### config.mk
export PLATFORM = sky130hd
export DESIGN_NAME = axi_ddr3_arbiter
export DESIGN_NICKNAME = d
export VERILOG_FILES = /design/src/rtl/axi_ddr3_arbiter.sv
export SDC_FILE = /design/constraint.sdc
export NUM_CORES = 1
export LEC_CHECK = 0
export CAP_MARGIN = 15
export CORE_AREA = 4 4 204 206
export CTS_CLUSTER_DIAMETER = 150
export DETAILED_ROUTE_END_ITERATION = 16
export DIE_AREA = 0 0 208 210
export PLACE_DENSITY = 0.37
export SLEW_MARGIN = 20
export SYNTH_ARGS = -nofsm -noshare
export SYNTH_HDL_FRONTEND = slang
export SYNTH_SLANG_ARGS = --single-unit
### constraint.sdc
create_clock -name clock -period 2.26 [get_ports clock]
set_input_delay 0.452 -clock clock [delete_from_list [all_inputs] [get_ports clock]]
set_output_delay 0.452 -clock clock [all_outputs]
set_load 0.05 [all_outputs]
### src/rtl/axi_ddr3_arbiter.sv
// Two-port AXI4 arbiter in front of a single DDR3 controller port.
// Write and read paths each own a round-robin FSM and allow one outstanding transaction.
module axi_ddr3_arbiter #(
    parameter int AXI_ID_WIDTH = 4,
    parameter int ADDR_WIDTH   = 27,
    parameter int DATA_WIDTH   = 32
) (
    input  logic                    clock,
    input  logic                    reset,
    // upstream port 0
    input  logic                    s0_awvalid,
    input  logic [ADDR_WIDTH-1:0]   s0_awaddr,
    input  logic [AXI_ID_WIDTH-1:0] s0_awid,
    input  logic [7:0]              s0_awlen,
    input  logic [1:0]              s0_awburst,
    output logic                    s0_awready,
    input  logic                    s0_wvalid,
    input  logic                    s0_wlast,
    input  logic [DATA_WIDTH/8-1:0] s0_wstrb,
    input  logic [DATA_WIDTH-1:0]   s0_wdata,
    output logic                    s0_wready,
    output logic                    s0_bvalid,
    output logic [1:0]              s0_bresp,
    output logic [AXI_ID_WIDTH-1:0] s0_bid,
    input  logic                    s0_bready,
    input  logic                    s0_arvalid,
    input  logic [ADDR_WIDTH-1:0]   s0_araddr,
    input  logic [AXI_ID_WIDTH-1:0] s0_arid,
    input  logic [7:0]              s0_arlen,
    input  logic [1:0]              s0_arburst,
    output logic                    s0_arready,
    output logic                    s0_rvalid,
    output logic                    s0_rlast,
    output logic [1:0]              s0_rresp,
    output logic [AXI_ID_WIDTH-1:0] s0_rid,
    output logic [DATA_WIDTH-1:0]   s0_rdata,
    input  logic                    s0_rready,
    // upstream port 1
    input  logic                    s1_awvalid,
    input  logic [ADDR_WIDTH-1:0]   s1_awaddr,
    input  logic [AXI_ID_WIDTH-1:0] s1_awid,
    input  logic [7:0]              s1_awlen,
    input  logic [1:0]              s1_awburst,
    output logic                    s1_awready,
    input  logic                    s1_wvalid,
    input  logic                    s1_wlast,
    input  logic [DATA_WIDTH/8-1:0] s1_wstrb,
    input  logic [DATA_WIDTH-1:0]   s1_wdata,
    output logic                    s1_wready,
    output logic                    s1_bvalid,
    output logic [1:0]              s1_bresp,
    output logic [AXI_ID_WIDTH-1:0] s1_bid,
    input  logic                    s1_bready,
    input  logic                    s1_arvalid,
    input  logic [ADDR_WIDTH-1:0]   s1_araddr,
    input  logic [AXI_ID_WIDTH-1:0] s1_arid,
    input  logic [7:0]              s1_arlen,
    input  logic [1:0]              s1_arburst,
    output logic                    s1_arready,
    output logic                    s1_rvalid,
    output logic                    s1_rlast,
    output logic [1:0]              s1_rresp,
    output logic [AXI_ID_WIDTH-1:0] s1_rid,
    output logic [DATA_WIDTH-1:0]   s1_rdata,
    input  logic                    s1_rready,
    // downstream port to the DDR3 core
    output logic                    m_awvalid,
    output logic [ADDR_WIDTH-1:0]   m_awaddr,
    output logic [AXI_ID_WIDTH-1:0] m_awid,
    output logic [7:0]              m_awlen,
    output logic [1:0]              m_awburst,
    input  logic                    m_awready,
    output logic                    m_wvalid,
    output logic                    m_wlast,
    output logic [DATA_WIDTH/8-1:0] m_wstrb,
    output logic [DATA_WIDTH-1:0]   m_wdata,
    input  logic                    m_wready,
    input  logic                    m_bvalid,
    input  logic [1:0]              m_bresp,
    input  logic [AXI_ID_WIDTH-1:0] m_bid,
    output logic                    m_bready,
    output logic                    m_arvalid,
    output logic [ADDR_WIDTH-1:0]   m_araddr,
    output logic [AXI_ID_WIDTH-1:0] m_arid,
    output logic [7:0]              m_arlen,
    output logic [1:0]              m_arburst,
    input  logic                    m_arready,
    input  logic                    m_rvalid,
    input  logic                    m_rlast,
    input  logic [1:0]              m_rresp,
    input  logic [AXI_ID_WIDTH-1:0] m_rid,
    input  logic [DATA_WIDTH-1:0]   m_rdata,
    output logic                    m_rready,
    output logic [1:0]              wr_gnt_o,
    output logic [1:0]              rd_gnt_o
);

    typedef enum logic [1:0] {W_IDLE, W_ADDR, W_DATA, W_RESP} w_state_t;
    typedef enum logic [1:0] {R_IDLE, R_ADDR, R_DATA} r_state_t;

    w_state_t   w_state, w_next;
    r_state_t   r_state, r_next;
    logic [1:0] wr_gnt, wr_gnt_next, rd_gnt, rd_gnt_next;
    // last-winner pointers: 1 means port 1 won most recently
    logic       wr_last, wr_last_next, rd_last, rd_last_next;
    logic       wr_pick, rd_pick, wr_sel, rd_sel;

    assign wr_pick = (s0_awvalid && s1_awvalid) ? ~wr_last : s1_awvalid;
    assign rd_pick = (s0_arvalid && s1_arvalid) ? ~rd_last : s1_arvalid;
    assign wr_sel  = wr_gnt[1];
    assign rd_sel  = rd_gnt[1];

    always_ff @(posedge clock) begin
        if (reset) begin
            w_state <= W_IDLE;
            r_state <= R_IDLE;
            wr_gnt  <= 2'b00;
            rd_gnt  <= 2'b00;
            wr_last <= 1'b1;
            rd_last <= 1'b1;
        end else begin
            w_state <= w_next;
            r_state <= r_next;
            wr_gnt  <= wr_gnt_next;
            rd_gnt  <= rd_gnt_next;
            wr_last <= wr_last_next;
            rd_last <= rd_last_next;
        end
    end

    always_comb begin
        w_next       = w_state;
        wr_gnt_next  = wr_gnt;
        wr_last_next = wr_last;
        case (w_state)
            W_IDLE: if (s0_awvalid || s1_awvalid) begin
                w_next       = W_ADDR;
                wr_gnt_next  = wr_pick ? 2'b10 : 2'b01;
                wr_last_next = wr_pick;
            end
            W_ADDR: if (m_awvalid && m_awready) w_next = W_DATA;
            W_DATA: if (m_wvalid && m_wready && m_wlast) w_next = W_RESP;
            W_RESP: if (m_bvalid && m_bready) begin
                w_next      = W_IDLE;
                wr_gnt_next = 2'b00;
            end
            default: begin
                w_next      = W_IDLE;
                wr_gnt_next = 2'b00;
            end
        endcase
    end

    always_comb begin
        r_next       = r_state;
        rd_gnt_next  = rd_gnt;
        rd_last_next = rd_last;
        case (r_state)
            R_IDLE: if (s0_arvalid || s1_arvalid) begin
                r_next       = R_ADDR;
                rd_gnt_next  = rd_pick ? 2'b10 : 2'b01;
                rd_last_next = rd_pick;
            end
            R_ADDR: if (m_arvalid && m_arready) r_next = R_DATA;
            R_DATA: if (m_rvalid && m_rready && m_rlast) begin
                r_next      = R_IDLE;
                rd_gnt_next = 2'b00;
            end
            default: begin
                r_next      = R_IDLE;
                rd_gnt_next = 2'b00;
            end
        endcase
    end

    // Handshake gating: only the granted port sees ready/valid, and only in its phase.
    always_comb begin
        m_awvalid  = 1'b0;
        s0_awready = 1'b0;
        s1_awready = 1'b0;
        m_wvalid   = 1'b0;
        s0_wready  = 1'b0;
        s1_wready  = 1'b0;
        m_bready   = 1'b0;
        s0_bvalid  = 1'b0;
        s1_bvalid  = 1'b0;
        case (w_state)
            W_ADDR: begin
                m_awvalid  = wr_sel ? s1_awvalid : s0_awvalid;
                s0_awready = wr_gnt[0] & m_awready;
                s1_awready = wr_gnt[1] & m_awready;
            end
            W_DATA: begin
                m_wvalid  = wr_sel ? s1_wvalid : s0_wvalid;
                s0_wready = wr_gnt[0] & m_wready;
                s1_wready = wr_gnt[1] & m_wready;
            end
            W_RESP: begin
                m_bready  = wr_sel ? s1_bready : s0_bready;
                s0_bvalid = wr_gnt[0] & m_bvalid;
                s1_bvalid = wr_gnt[1] & m_bvalid;
            end
            default: ;
        endcase
    end

    always_comb begin
        m_arvalid  = 1'b0;
        s0_arready = 1'b0;
        s1_arready = 1'b0;
        m_rready   = 1'b0;
        s0_rvalid  = 1'b0;
        s1_rvalid  = 1'b0;
        case (r_state)
            R_ADDR: begin
                m_arvalid  = rd_sel ? s1_arvalid : s0_arvalid;
                s0_arready = rd_gnt[0] & m_arready;
                s1_arready = rd_gnt[1] & m_arready;
            end
            R_DATA: begin
                m_rready  = rd_sel ? s1_rready : s0_rready;
                s0_rvalid = rd_gnt[0] & m_rvalid;
                s1_rvalid = rd_gnt[1] & m_rvalid;
            end
            default: ;
        endcase
    end

    assign m_awaddr  = wr_sel ? s1_awaddr  : s0_awaddr;
    assign m_awid    = wr_sel ? s1_awid    : s0_awid;
    assign m_awlen   = wr_sel ? s1_awlen   : s0_awlen;
    assign m_awburst = wr_sel ? s1_awburst : s0_awburst;
    assign m_wlast   = wr_sel ? s1_wlast   : s0_wlast;
    assign m_wstrb   = wr_sel ? s1_wstrb   : s0_wstrb;
    assign m_wdata   = wr_sel ? s1_wdata   : s0_wdata;
    assign m_araddr  = rd_sel ? s1_araddr  : s0_araddr;
    assign m_arid    = rd_sel ? s1_arid    : s0_arid;
    assign m_arlen   = rd_sel ? s1_arlen   : s0_arlen;
    assign m_arburst = rd_sel ? s1_arburst : s0_arburst;

    assign s0_bresp = m_bresp;
    assign s0_bid   = m_bid;
    assign s1_bresp = m_bresp;
    assign s1_bid   = m_bid;
    assign s0_rlast = m_rlast;
    assign s0_rresp = m_rresp;
    assign s0_rid   = m_rid;
    assign s0_rdata = m_rdata;
    assign s1_rlast = m_rlast;
    assign s1_rresp = m_rresp;
    assign s1_rid   = m_rid;
    assign s1_rdata = m_rdata;

    assign wr_gnt_o = wr_gnt;
    assign rd_gnt_o = rd_gnt;

endmodule

==> results of run 1 <==
==> area by class of cell <==
type	count	area (um2)
fillers	4365	32000
repair buffers	406	4760
multi-input cells	194	1860
well taps	525	657
flip-flops and latches	10	205
clock buffers	4	78.8
inverters	6	22.5
diodes	4	10.0
==> routing by layer <==
metal  up-vias  GRT usage, %  part of all wire, %
met5         -             0                    0
met4         0         0.951                  1.1
met3        13          2.83                  8.2
met2       193          13.4                   51
met1      1546          9.44                   40
li1       1639             -                    -
==> cells by family (layout without fill, tap and decap cells) <==
group	Yosys count	in the layout	share of synthesized area, %
buffers and inverters	112	416	27.4
other	0	4	0
DFF	10	10	7.09
AOI/OAI and AO/OA	23	23	5.27
muxes	125	125	49.6
and+or+nand+nor	41	41	8.41
adders and majority gates	5	5	2.21
==> stage by stage <==
stage	hold WS, ns	setup slack [ns]	util, %
after floorplan	0.450	0.0613	-
after CTS	0.488	0.100	19.1
after global routing	0.538	0.0698	19.1
final	0.488	0.166	19.2
after detailed placement	0.483	0.139	18.9
after global placement	0.474	0.150	18.9
==> worst max path at each step <==
stage,slack [ns],depth (start not counted),endpoint,start
detailed placement,0.14,5,w_state[1],s1_wvalid
floorplan,0.06,3,s1_rvalid,rd_gnt_o[1]
finish,0.17,3,m_awburst[0],wr_gnt_o[1]
global route,0.07,3,m_awid[3],wr_gnt_o[1]
global placement,0.15,5,w_state[1],s1_wvalid
CTS,0.10,3,m_awid[3],wr_gnt_o[1]
==> registers in the layout (all words and copies together) (netlist names) <==
register  count
r_state       2
rd_gnt_o      2
rd_last       1
w_state       2
wr_gnt_o      2
wr_last       1
==> cells in the final DEF, fill, tap and decap left out, drive strengths merged <==
cell type,count
a2111oi,1
a211o,1
a21oi,7
a2bb2oi,1
and2,3
and3,12
and3b,1
buf,150
clkbuf,4
clkdlybuf4s50,256
dfxtp,10
diode,4
ha,5
inv,6
mux2,120
mux2i,5
nand2,7
nand2b,2
nand3,2
nand4b,2
nor2,3
nor2b,6
nor3,2
o211a,1
o21a,1
o21ai,7
o221ai,1
o22ai,2
o31ai,1
or4b,1
==> power groups by stage <==
stage | logic (mW) | registers [mW] | clock network [mW]
6_report | 3.70 | 0.323 | 0.313
5_1_grt | 3.86 | 0.342 | 0.335
4_1_cts | 3.76 | 0.335 | 0.322
3_5_place_dp | 3.74 | 0.338 | 0
3_3_place_gp | 3.76 | 0.343 | 0
2_1_floorplan | 2.40 | 0.306 | 0
==> critical path, stage by stage (launching register included) <==
cell and delay (ns):
dfxtp_4 0.53, buf_12 0.24, mux2_2 0.41, buf_4 0.21
==> flow_summary_export.csv, run 1 <==
group,metric,value,unit
timing,clock_skew,0.000613,ns
drt,wl_per_cell,16.2,um
setup_path,cp-end-kind,"primary output",
cts,cts_setup_buffers,0,
synth,syn_nets,621,
placed_design,gp_congestion,0.790,
hold_path,hold_depth,2,
drt,antenna_left,0,
synth,synth_cell_type_count,30,
cts,clock_path_buffers,2,
timing,worst_pin_slew,0.505,ns
global_route,grt.overflow.total,0,
timing,tns,0,ns
setup_path,reg2reg_setup_slack,0.49,ns
setup_path,crit_path_max_fanout,26,
global_route,antenna_found_initial,1,
cts,cts_resized,0,
drt,drt-total-wl,18600,um
synth,yosys-top-cells-count,"mux2_2 (120), buf_4 (91), and3_1 (12)",
timing,finalCritPeriodShare,92.7,%
pwr,comb_power_share,85.3,%
pwr,p_sw,2.14,mW
synth,syn-instance-count,316,
global_route,grt_pass1_wl,25800,um
pwr,internal_power,2.20,mW
drt,viasPerCell,2.95,
cts,clkLatencyLatePin,0.23,ns
drt,drt_iter0_drc,55,
synth,synth_enable_flop_cells,0,
floorplanning,die-height,210,um
timing,slew_headroom,66.3,%
pwr,pwr_density_cell,571,nW/um2
final_layout,areaGrowthSynthToFinish,169,%
floorplanning,core_area,39600,um2
synth,synth_area,2830,um2
drt,drc,0,
placed_design,dp_cells,1141,
global_route,grt_usage,7.71,%
cts,h-tree-depth,1,
final_layout,layout.nets,926,
global_route,first_global_vias,3659,
floorplanning,dieArea,43700,um2
cts,cts_root_buf,"clkbuf_16",
synth,synth.most_common_cell,"mux2_2",
placed_design,io_buffers,395,
setup_path,ff2ff_path_depth,4,
floorplanning,start_util,7.13,%
pwr,sw_frac_of_total,49.2,%
setup_path,rr_endpoint,"w_state[0]",
synth,yosysWarnings,0,
final_layout,final_cell_area,7600,um2
drt,vias,3391,
placed_design,place_area,7510,um2
synth,synthArstFlopShare,0,%
timing,finalCriticalPeriod,2.09,ns
drt,drtPass1Iterations,4,
timing,slew_viol_final,0,
timing,hold_viol,0,
pwr,seqPwrFrac,7.4,%
synth,ys_seq_area_share,7.09,%
pwr,irDropWorstVdd,0.285,mV
floorplanning,dieWidth,208,um
synth,synth_area_leaders,"mux2_2 (48%), buf_4 (24%), dfxtp_1 (7.1%)",
cts,cts.sinks,10,
hold_path,hold_path.class,"reg -> reg",
pwr,power_leakage,2.91,nW
hold_path,worstHoldStart,"rd_last",
timing,finalSetupViolations,0,
final_layout,final_cells,1149,
synth,synth-seq-cells,10,
final_layout,drive_above_1_share,45.2,%
synth,avgSynthCellArea,8.94,um2
synth,synth_flop_cell,"dfxtp_1",
synth,netlist.area_leader.share,47.8,%
status,status,"completed",
run,maxCapViolCount,0,
cts,holdBufCountCts,0,
timing,fmax,0.477,GHz
pwr,total_power,4.34,mW
cts,cts.clk_slew.worst_paths,0.04,ns
setup_path,path_class,"reg -> out",
floorplanning,rows,73,
setup_path,worstPathRequired,1.81,ns
timing,rsz0062_at_grt,"no",
synth,yosysTopAreaCell,"mux2_2",
cts,cts_buffers,3,
hold_path,min_to,"rd_last",
setup_path,cp-start-kind,"flop",
setup_path,r2r-start,"wr_gnt_o[1]",
floorplanning,io_pins,528,
pwr,clkPwrFrac,7.2,%
global_route,grt_max_degree,30,
cts,cts_tree,"yes",
setup_path,arrival,1.64,ns
placed_design,dp_hpwl,16900,um
(Power assumes the default switching activity.)
==> run 2, diff against run 1 <==
--- a/config.mk
+++ b/config.mk
@@ -5,11 +5,11 @@
 export SDC_FILE = /design/constraint.sdc
 export NUM_CORES = 1
 export LEC_CHECK = 0
-export CAP_MARGIN = 15
-export CORE_AREA = 4 4 204 206
+export CAP_MARGIN = 20
+export CORE_AREA = 4 4 203 205
 export CTS_CLUSTER_DIAMETER = 150
 export DETAILED_ROUTE_END_ITERATION = 16
-export DIE_AREA = 0 0 208 210
+export DIE_AREA = 0 0 207 209
 export PLACE_DENSITY = 0.37
 export SLEW_MARGIN = 20
 export SYNTH_ARGS = -nofsm -noshare
==> constraint.sdc (replaced) <==
create_clock -name clock -period 2.02 [get_ports clock]
set_input_delay 0.404 -clock clock [delete_from_list [all_inputs] [get_ports clock]]
set_output_delay 0.404 -clock clock [all_outputs]
set_load 0.05 [all_outputs]
==> flow_summary_export.csv, run 2 (synthesis results as in run 1) <==
group,metric,value,unit
floorplanning,core_area,39500,um2
final_layout,layout_common_cells,"clkdlybuf4s50_1 (255), buf_4 (135), mux2_2 (120)",
timing,worst_pin_slew,0.381,ns
setup_path,worstPathRequired,1.62,ns
drt,viasPerCell,2.93,
setup_path,rr_endpoint,"w_state[1]",
final_layout,layout.nets,932,
setup_path,crit_path_max_fanout,43,
setup_path,reg2reg_setup_slack,0.21,ns
cts,cts.clk_slew.worst_paths,0.04,ns
cts,cts_tree,"yes",
setup_path,cp-end-kind,"primary output",
global_route,grt_usage,7.29,%
run,maxCapViolCount,0,
drt,drt-total-wl,17400,um
setup_path,arrival,1.56,ns
final_layout,final_cell_area,6840,um2
final_layout,final_common_cell,"clkdlybuf4s50_1",
global_route,antenna_found_initial,0,
cts,clkLatencyLatePin,0.23,ns
timing,fmax,0.510,GHz
pwr,irDropWorstVdd,0.254,mV
cts,cts_root_buf,"clkbuf_16",
floorplanning,dieWidth,207,um
setup_path,path_class,"reg -> out",
cts,clock_path_buffers,2,
final_layout,areaGrowthSynthToFinish,142,%
pwr,total_power,4.38,mW
timing,clock_skew,0.000767,ns
placed_design,place_area,6720,um2
timing,tns,0,ns
floorplanning,io_pins,528,
hold_path,hold_depth,2,
timing,rsz0062_at_grt,"no",
timing,hold_viol,0,
final_layout,fillCellCount,4477,
floorplanning,start_util,7.16,%
cts,cts_buffers,3,
setup_path,startpoint,"rd_gnt_o[1]",
pwr,pwr_density_cell,640,nW/um2
cts,h-tree-depth,1,
placed_design,dp_hpwl,15700,um
pwr,power_leakage,2.64,nW
floorplanning,die-height,209,um
cts,cts.sinks,10,
timing,fin_ws,0.0592,ns
drt,drc,0,
placed_design,dp_slack,-0.182,ns
timing,finalCriticalPeriod,1.96,ns
setup_path,crit_slowest_cell,"dfxtp_2",
global_route,first_global_vias,3671,
final_layout,antenna_cells,0,
drt,drtPass1Iterations,4,
setup_path,crit_path_end,"m_araddr[11]",
global_route,grt.overflow.total,0,
setup_path,worstPathCellList,"buf_12, mux2_2, buf_4",
setup_path,ff2ff_path_depth,5,
placed_design,gp_congestion,0.778,
floorplanning,rows,73,
timing,slew_headroom,74.3,%
timing,finalSetupViolations,0,
floorplanning,dieArea,43300,um2
status,status,"completed",
global_route,grt_max_degree,44,
drt,vias,3367,
setup_path,r2r-start,"wr_gnt_o[1]",
placed_design,io_buffers,395,
drt,antenna_left,0,
setup_path,cp-start-kind,"flop",
final_layout,drive_above_1_share,46.6,%
hold_path,hold_path.class,"reg -> reg",
drt,drt_iter0_drc,57,
drt,wl_per_cell,15.1,um
final_layout,multi_input_area,1890,um2
timing,finalCritPeriodShare,97.1,%
setup_path,critPathMaxStageDelay,0.42,ns
timing,slew_viol_final,0,
global_route,grt_pass1_wl,24700,um
final_layout,seq_area,205,um2
run 2: changes by cell type in the layout (fill, tap and decap cells not counted):
| cell | delta |
|---|---|
| nor2b_2 | +2 |
| clkdlybuf4s50_1 | -1 |
| nor2b_1 | -3 |
| and3_2 | +1 |
| and3_1 | -1 |
| buf_4 | +71 |
| mux2i_1 | -1 |
| diode_2 | -4 |
| nor2b_4 | +1 |
| buf_6 | +2 |
| mux2i_4 | +1 |
| buf_12 | -66 |
run 2: how the worst min path moves through the flow:
stage / startpoint / end / slack, ns
after floorplan: rd_last / rd_last / 0.45
after global placement: rd_last / rd_last / 0.47
after detailed placement: rd_last / rd_last / 0.47
after CTS: rd_last / rd_last / 0.48
after global routing: rd_last / rd_last / 0.51
final: rd_last / rd_last / 0.47
run 2: critical path, delay by kind of cell, from the launching register on:
family | cells | cell delay (ns)
buffers and inverters | 2 | 0.47
DFF | 1 | 0.42
muxes | 1 | 0.39
run 2: per-layer routing:
metal	share of wire [%]	routed length, um	up-vias	GRT usage, %
met5	0	0	-	0
met4	1.1	199	0	1.07
met3	8.6	1490	14	2.73
met2	51	8860	218	13.1
met1	39	6820	1495	8.48
li1	-	-	1640	-
run 2: final cells by class:
cell class | count | share of cell area [%]
Inverter | 6 | 0.329
Timing Repair Buffer | 412 | 58.3
Sequential cell | 10 | 3.00
Multi-Input combinational cell | 194 | 27.6
Clock buffer | 4 | 1.15
Tap cell | 525 | 9.61
run 2: what timing repair did:
action                                  CTS  global route
endpoints found under the hold margin     0             0
endpoints found under the setup margin   18             1
resized for setup                         3             3
hold buffers                              0             0
setup buffers                             1             0
run 2: per-stage QoR:
stage,util (%),instances,hold slack (ns)
final,17.3,1151,0.475
after global placement,17.0,1146,0.471
after detailed placement,17.0,1146,0.473
after global routing,17.3,1151,0.510
after CTS,17.3,1151,0.482
after floorplan,-,316,0.450
run 2: power by group:
part	switching [mW]	internal, mW
Clock	0.0891	0.264
Sequential	0.0924	0.249
Combinational	2.09	1.59
Total	2.28	2.10
==> run 3, diff against run 2 <==
--- a/config.mk
+++ b/config.mk
@@ -8,6 +8,7 @@
 export CAP_MARGIN = 20
 export CORE_AREA = 4 4 203 205
 export CTS_CLUSTER_DIAMETER = 150
+export CTS_CLUSTER_SIZE = 40
 export DETAILED_ROUTE_END_ITERATION = 16
 export DIE_AREA = 0 0 207 209
 export PLACE_DENSITY = 0.37
==> results of run 3 <==
No change in the layout: final DEF, timing and power equal those of run 2.
